===== src/rtl/jt12_pkg.sv =====
// Shared types and bus-address constants for the JT12 register write sequencer.
package jt12_pkg;

  typedef enum logic [2:0] {
    IDLE,
    ADDR,
    AWAIT,
    DATA,
    DWAIT
  } state_t;

  localparam logic [1:0] ADDR_PHASE = 2'd0;
  localparam logic [1:0] DATA_PHASE = 2'd1;

  typedef struct packed {
    logic       part;
    logic [7:0] regn;
    logic [7:0] val;
  } cmd_t;

  // Chip bus address: bit 1 selects the register part, bit 0 the phase.
  function automatic logic [1:0] bus_addr(input logic part, input logic [1:0] phase);
    return phase | {part, 1'b0};
  endfunction

endpackage


===== src/rtl/jt12_wrseq_if.sv =====
// Command handshake and chip bus signals of the write sequencer.
interface jt12_wrseq_if;
  logic       cmd_valid;
  logic       cmd_ready;
  logic       cmd_part;
  logic [7:0] cmd_reg;
  logic [7:0] cmd_val;
  logic [1:0] ym_addr;
  logic [7:0] ym_din;
  logic       ym_write;
  logic       ym_busy;

  modport master (
    output cmd_valid, cmd_part, cmd_reg, cmd_val, ym_busy,
    input  cmd_ready, ym_addr, ym_din, ym_write
  );

  modport slave (
    input  cmd_valid, cmd_part, cmd_reg, cmd_val, ym_busy,
    output cmd_ready, ym_addr, ym_din, ym_write
  );
endinterface


===== src/rtl/jt12_cmdfifo.sv =====
// Command FIFO holding {part,reg,val}; power-of-two depth, wrapping pointers.
module jt12_cmdfifo import jt12_pkg::*; #(
  parameter int DEPTH = 4
) (
  input  logic                   clk,
  input  logic                   rst,
  input  logic                   push,
  input  cmd_t                   din,
  input  logic                   pop,
  output cmd_t                   dout,
  output logic                   full,
  output logic                   empty,
  output logic [$clog2(DEPTH):0] level
);
  localparam int AW = $clog2(DEPTH);
  localparam int LW = AW + 1;

  cmd_t          mem [DEPTH];
  logic [AW-1:0] wp;
  logic [AW-1:0] rp;
  logic          push_ok;
  logic          pop_ok;

  assign full    = (level == LW'(DEPTH));
  assign empty   = (level == '0);
  assign push_ok = push && !full;
  assign pop_ok  = pop && !empty;
  assign dout    = mem[rp];

  always_ff @(posedge clk) begin
    if (push_ok) mem[wp] <= din;
  end

  always_ff @(posedge clk) begin
    if (rst) begin
      wp    <= '0;
      rp    <= '0;
      level <= '0;
    end else begin
      if (push_ok) wp <= wp + AW'(1);
      if (pop_ok)  rp <= rp + AW'(1);
      case ({push_ok, pop_ok})
        2'b10:   level <= level + LW'(1);
        2'b01:   level <= level - LW'(1);
        default: level <= level;
      endcase
    end
  end
endmodule


===== src/rtl/jt12_wrseq.sv =====
// Serialises queued register writes onto the YM2612 bus: address phase, busy wait,
// data phase, busy wait; repeated addresses skip the address phase via a one-entry cache.
module jt12_wrseq import jt12_pkg::*; #(
  parameter int DEPTH     = 4,
  parameter int TMO       = 255,
  parameter int SKIP_ADDR = 1
) (
  input  logic                   clk,
  input  logic                   rst,
  jt12_wrseq_if.slave            bus,
  output logic                   idle,
  output logic                   timeout,
  output logic [$clog2(DEPTH):0] level
);
  state_t     state;
  state_t     nxt;
  cmd_t       head;
  cmd_t       hold;
  cmd_t       src;
  logic       empty;
  logic       full;
  logic       pop;
  logic       hit;
  logic       waiting;
  logic       wd_exp;
  logic       wait_done;
  logic       cache_vld;
  logic [8:0] cache;
  logic [7:0] wd;
  logic [1:0] addr_q;
  logic [7:0] din_q;

  jt12_cmdfifo #(.DEPTH(DEPTH)) u_fifo (
    .clk   (clk),
    .rst   (rst),
    .push  (bus.cmd_valid),
    .din   ({bus.cmd_part, bus.cmd_reg, bus.cmd_val}),
    .pop   (pop),
    .dout  (head),
    .full  (full),
    .empty (empty),
    .level (level)
  );

  assign bus.cmd_ready = !full;
  assign hit       = (SKIP_ADDR != 0) && cache_vld && (cache == {head.part, head.regn});
  assign waiting   = (state == AWAIT) || (state == DWAIT);
  assign wd_exp    = waiting && (wd == 8'(TMO - 1));
  // wd is zero only in the first wait cycle, when busy has not risen yet.
  assign wait_done = wd_exp || (waiting && (wd != '0) && !bus.ym_busy);
  // DATA entered from IDLE uses the FIFO head directly; from AWAIT the holding register.
  assign src       = (state == IDLE) ? head : hold;

  always_ff @(posedge clk) begin
    if (rst) state <= IDLE;
    else     state <= nxt;
  end

  always_comb begin
    nxt = state;
    pop = 1'b0;
    unique case (state)
      IDLE: begin
        if (!empty) begin
          pop = 1'b1;
          nxt = hit ? DATA : ADDR;
        end
      end
      ADDR:    nxt = AWAIT;
      AWAIT:   if (wait_done) nxt = DATA;
      DATA:    nxt = DWAIT;
      DWAIT:   if (wait_done) nxt = IDLE;
      default: nxt = IDLE;
    endcase
  end

  always_ff @(posedge clk) begin
    if (rst) begin
      hold      <= '0;
      cache     <= '0;
      cache_vld <= 1'b0;
      wd        <= '0;
      timeout   <= 1'b0;
      addr_q    <= '0;
      din_q     <= '0;
    end else begin
      if (pop) hold <= head;
      if (nxt == ADDR) begin
        addr_q <= bus_addr(src.part, ADDR_PHASE);
        din_q  <= src.regn;
      end
      if (nxt == DATA) begin
        addr_q <= bus_addr(src.part, DATA_PHASE);
        din_q  <= src.val;
      end
      if (waiting) wd <= wd + 8'd1;
      else         wd <= '0;
      if (state == ADDR) begin
        cache     <= {hold.part, hold.regn};
        cache_vld <= 1'b1;
      end
      if (wd_exp) begin
        timeout   <= 1'b1;
        cache_vld <= 1'b0;
      end
    end
  end

  assign bus.ym_addr  = addr_q;
  assign bus.ym_din   = din_q;
  assign bus.ym_write = (state == ADDR) || (state == DATA);
  assign idle         = empty && (state == IDLE);
endmodule

===== src/flat_wrapper.sv =====
// flat-port wrapper written by rule: the top's interface ports become plain ports
module jt12_wrseq_flat import jt12_pkg::*;
#(
  parameter int DEPTH     = 4,
  parameter int TMO       = 255,
  parameter int SKIP_ADDR = 1
)
  (clk, rst, idle, timeout, level, bus_cmd_valid, bus_cmd_part, bus_cmd_reg, bus_cmd_val, bus_ym_busy, bus_cmd_ready, bus_ym_addr, bus_ym_din, bus_ym_write);
  jt12_wrseq_if bus_i ();
  input  logic clk;
  input  logic rst;
  output logic idle;
  output logic timeout;
  output logic [$clog2(DEPTH):0] level;
  input wire logic [$bits(bus_i.cmd_valid)-1:0] bus_cmd_valid;
  input wire logic [$bits(bus_i.cmd_part)-1:0] bus_cmd_part;
  input wire logic [$bits(bus_i.cmd_reg)-1:0] bus_cmd_reg;
  input wire logic [$bits(bus_i.cmd_val)-1:0] bus_cmd_val;
  input wire logic [$bits(bus_i.ym_busy)-1:0] bus_ym_busy;
  output wire logic [$bits(bus_i.cmd_ready)-1:0] bus_cmd_ready;
  output wire logic [$bits(bus_i.ym_addr)-1:0] bus_ym_addr;
  output wire logic [$bits(bus_i.ym_din)-1:0] bus_ym_din;
  output wire logic [$bits(bus_i.ym_write)-1:0] bus_ym_write;
  assign bus_i.cmd_valid = bus_cmd_valid;
  assign bus_i.cmd_part = bus_cmd_part;
  assign bus_i.cmd_reg = bus_cmd_reg;
  assign bus_i.cmd_val = bus_cmd_val;
  assign bus_i.ym_busy = bus_ym_busy;
  assign bus_cmd_ready = bus_i.cmd_ready;
  assign bus_ym_addr = bus_i.ym_addr;
  assign bus_ym_din = bus_i.ym_din;
  assign bus_ym_write = bus_i.ym_write;
  jt12_wrseq #(.DEPTH(DEPTH), .TMO(TMO), .SKIP_ADDR(SKIP_ADDR)) u_core (.clk(clk), .rst(rst), .bus(bus_i), .idle(idle), .timeout(timeout), .level(level));
endmodule

===== config.mk =====
export PLATFORM = sky130hd
export DESIGN_NAME = jt12_wrseq_flat
export DESIGN_NICKNAME = d
export VERILOG_FILES = /design/src/rtl/jt12_pkg.sv /design/src/rtl/jt12_wrseq_if.sv /design/src/rtl/jt12_cmdfifo.sv /design/src/rtl/jt12_wrseq.sv /design/src/flat_wrapper.sv
export SDC_FILE = /design/constraint.sdc
export NUM_CORES = 1
export LEC_CHECK = 0
export ABC_AREA = 1
export CORE_UTILIZATION = 40
export DETAILED_ROUTE_END_ITERATION = 10
export DONT_BUFFER_PORTS = 1
export MAX_ROUTING_LAYER = met4
export PLACE_DENSITY = 0.51
export SYNTH_ARGS = -nofsm -noshare
export SYNTH_HDL_FRONTEND = slang
export SYNTH_SLANG_ARGS = --single-unit

===== constraint.sdc =====
create_clock -name clk -period 3.93 [get_ports clk]
set_clock_uncertainty 0.15 [all_clocks]
set_input_delay 0 -clock clk [delete_from_list [all_inputs] [get_ports clk]]
set_output_delay 0 -clock clk [all_outputs]
set_load 0.005 [all_outputs]

==> impl_results.md <==
- Outcome: completed
- Buf/Inv on CP: 3
- Hold EP: u_core.u_fifo.mem[0][10]$_DFFE_PP_
- Row cnt: 42
- TritonCTS buffer count: 17
- Die area: 14200 µm²
- Worst path cell trace: inv_2, nand2_1, nor2_2, nand2_1, inv_1, ha_1, inv_1, fa_1, a21oi_1, o21ai_0, o21ai_0, a21oi_1
- Hold-fix buffers, CTS: 20
- Core Area: 13300 µm²
- Share of layout cells above drive strength 1: 0.145
- GRT overflow: 0
- P_leak: 2.46 nW
- Crit share post-route: 0.741
- Final Net Count: 619
- Die Span X: 119 µm
- Hold WS: 126 ps
- CP max stage delay: 450 ps
- Period minus WS final: 2910 ps
- Cells after synthesis: 565
- Port Buffers: 0
- Drt total wl: 11.4 mm
- Slew @ Worst Pin: 722 ps
- Worst path top cell family by delay: simple AND/OR/NAND/NOR gates
- Largest net degree at the start of global routing: 38
- Util after Layout: 0.479
- Switching share of total power: 0.391
- Peak Freq: 0.343 GHz
- DRT Pass-1 Iters: 4
- Final Instance Area: 6390 µm²
- Ports: 38
- Clock share of power: 0.299
- Rel. slew slack: 0.518
- R2r startpoint: u_core.state[1]$_SDFF_PP0_
- Dominant cell type by area after synthesis: edfxtp_1
- Final setup TNS: 0 ps
- Critical R2R Capture: u_core.u_fifo.level[2]$_SDFFE_PP0P_
- Max FO, Critical Path: 16
- Crit path kind: register to register
- Worst ir drop on vdd: 0.000360 V
- Inst Count DP: 726
- Top FF cell, synth: edfxtp_1
- Initial Util: 0.412
- Vias per cell: 4.87
- EDFF count, synth: 68
- # resized after CTS: 0
- Sequential share of the synthesized area: 0.582
- Starting DRC count in detailed routing: 198
- Crit. End Element: register
- Area Growth Syn to Fin: 16.2%
- First-pass GRT wire length: 19.1 mm
- Post-DP HPWL: 7.64 mm
- Total power divided by cell area: 776 nW/µm²
- Slowest CP cell: nand2_1
- DIE HEIGHT: 119 µm
- WL/cell: 14.6 µm
- Synthesized area per cell: 9.74 µm²
- GRT Util Overall: 0.183
- Sw Pwr: 0.00194 W
- H-tree levels: 4
- List of most frequent post-synthesis cells: nand2_1, edfxtp_1, o21ai_0
- Required @ worst endpoint: 4080 ps
- Syn. warnings: 0
- Worst EP arrival: 3060 ps
- Worst-path clk slew: 60 ps
- FF-to-FF path depth: 12
- Worst Setup Start Kind: register
- Hold path depth: 1
- Top cells by area, synth: edfxtp_1, dfxtp_1, nand2_1, o21ai_0, nand3_2
- Vias in the first global route: 3708
- Most frequent cell after synthesis: nand2_1
- Hold path start: bus_cmd_reg[2]
- Via count: 3788
- Combinational power share: 0.346
- Fin cells: 778
- Placed cell area: 5630 µm²
- Clk_lat worst skew: 420 ps
- Area share of the leading cell type in the synthesized netlist: 0.371
- N_diodes: 0
- Detailed-route DRC error count: 0
- Max-slew violation count: 0
- Register bit total from synthesis: 126
- Worst min path class: input pin to register
- Max-cap violation count: 0
- Sequential share of power: 0.355
- Mapped Area: 5500 µm²
- Initial antenna violation count: 0
- Clk root buf: clkbuf_16
- Final Hold Viols: 0
- RSZ-0062 raised after global routing: false
- CTS Sinks: 126
- Syn Nets: 595
- Distinct cells, synth: 39
- Routability Congestion: 0.781
- Synth async-reset ratio: 0
- Routed Antenna Nets: 0
- Internal power: 0.00302 W
- Postcts setup bufs: 0
- Final setup fails: 0
- Clock Path Buffers: 2
- Register-to-register setup slack: 1020 ps
- CTS tree: built
final cells by class:
cell class	count	area, µm²
clock inverter	14	139
timing repair buffer	29	268
multi-input combinational	357	1910
sequential	126	3200
fill	1271	6950
clock buffer	18	429
tap	176	220
inverter	58	225
per-stage QoR:
step,total power (W),worst slack [ps]
after floorplan,0.00314,1460
after global placement,0.00347,1120
after detailed placement,0.00350,1040
after CTS,0.00503,1020
after global routing,0.00534,703
final,0.00496,1020
worst max-delay path by stage:
stage	start	end	slack, ps	cells past startpoint
floorplan	u_core.state[1]$_SDFF_PP0_	u_core.u_fifo.level[2]$_SDFFE_PP0P_	1460	13
global placement	u_core.state[1]$_SDFF_PP0_	u_core.u_fifo.level[2]$_SDFFE_PP0P_	1120	12
detailed placement	u_core.state[1]$_SDFF_PP0_	u_core.u_fifo.level[2]$_SDFFE_PP0P_	1040	12
CTS	u_core.state[1]$_SDFF_PP0_	u_core.u_fifo.level[2]$_SDFFE_PP0P_	1020	12
global route	u_core.state[1]$_SDFF_PP0_	u_core.u_fifo.level[2]$_SDFFE_PP0P_	700	12
finish	u_core.state[1]$_SDFF_PP0_	u_core.u_fifo.level[2]$_SDFFE_PP0P_	1020	12
routing by layer:
layer | GRT usage | wire, µm | vias to the layer above
met5 | - | 0 | -
met4 | 0.0759 | 174 | 0
met3 | 0.0508 | 382 | 17
met2 | 0.262 | 4970 | 56
met1 | 0.242 | 5850 | 1741
li1 | - | - | 1974
registers in the layout, indices dropped and copies added (netlist names), named ones only:
register	cells
u_core.wd	8
u_core.bus.ym_din	8
u_core.u_fifo.rp	2
u_core.u_fifo.wp	2
u_core.cache	9
u_core.bus.ym_addr	2
u_core.u_fifo.mem	68
u_core.state	3
u_core.timeout	1
u_core.cache_vld	1
u_core.hold	17
u_core.u_fifo.level	3
cell families after synthesis:
kind of cell             Yosys count  share of synthesized area
AO/OA/AOI/OAI                    114                      0.111
XOR/XNOR                           3                    0.00478
AND/OR/NAND/NOR                  231                      0.210
adder cells (fa/ha/maj)            9                     0.0218
flip-flops                       126                      0.582
buffers and inverters             82                     0.0705
worst register-to-register path, cell delays in order, from the launching register on:
cell and delay (ps):
dfxtp_1 320, inv_2 90, nand2_1 70, nor2_2 430, nand2_1 450, inv_1 240, ha_1 170, inv_1 60
fa_1 380, a21oi_1 140, o21ai_0 110, o21ai_0 150, a21oi_1 50
layout by cell type, fill, tap and decap left out, types with 9 or more instances in the layout:
cell type	instances
o21ai_0	63
dfxtp_1	58
nand3_1	29
nand2_1	101
a21oi_1	31
buf_4	9
clkbuf_16	17
inv_1	51
dlygate4sd3_1	20
nand4_1	10
nand3_2	21
edfxtp_1	68
nand2_2	12
nor2_1	45
power by group through the flow:
stage | sequential [W] | combinational, W | clock, W
5_1_grt | 0.00179 | 0.00197 | 0.00158
2_1_floorplan | 0.00174 | 0.00140 | 0
4_1_cts | 0.00177 | 0.00175 | 0.00152
3_5_place_dp | 0.00179 | 0.00171 | 0
6_report | 0.00176 | 0.00172 | 0.00148
3_3_place_gp | 0.00179 | 0.00169 | 0
Note: power is estimated with default switching activity, not from simulation.
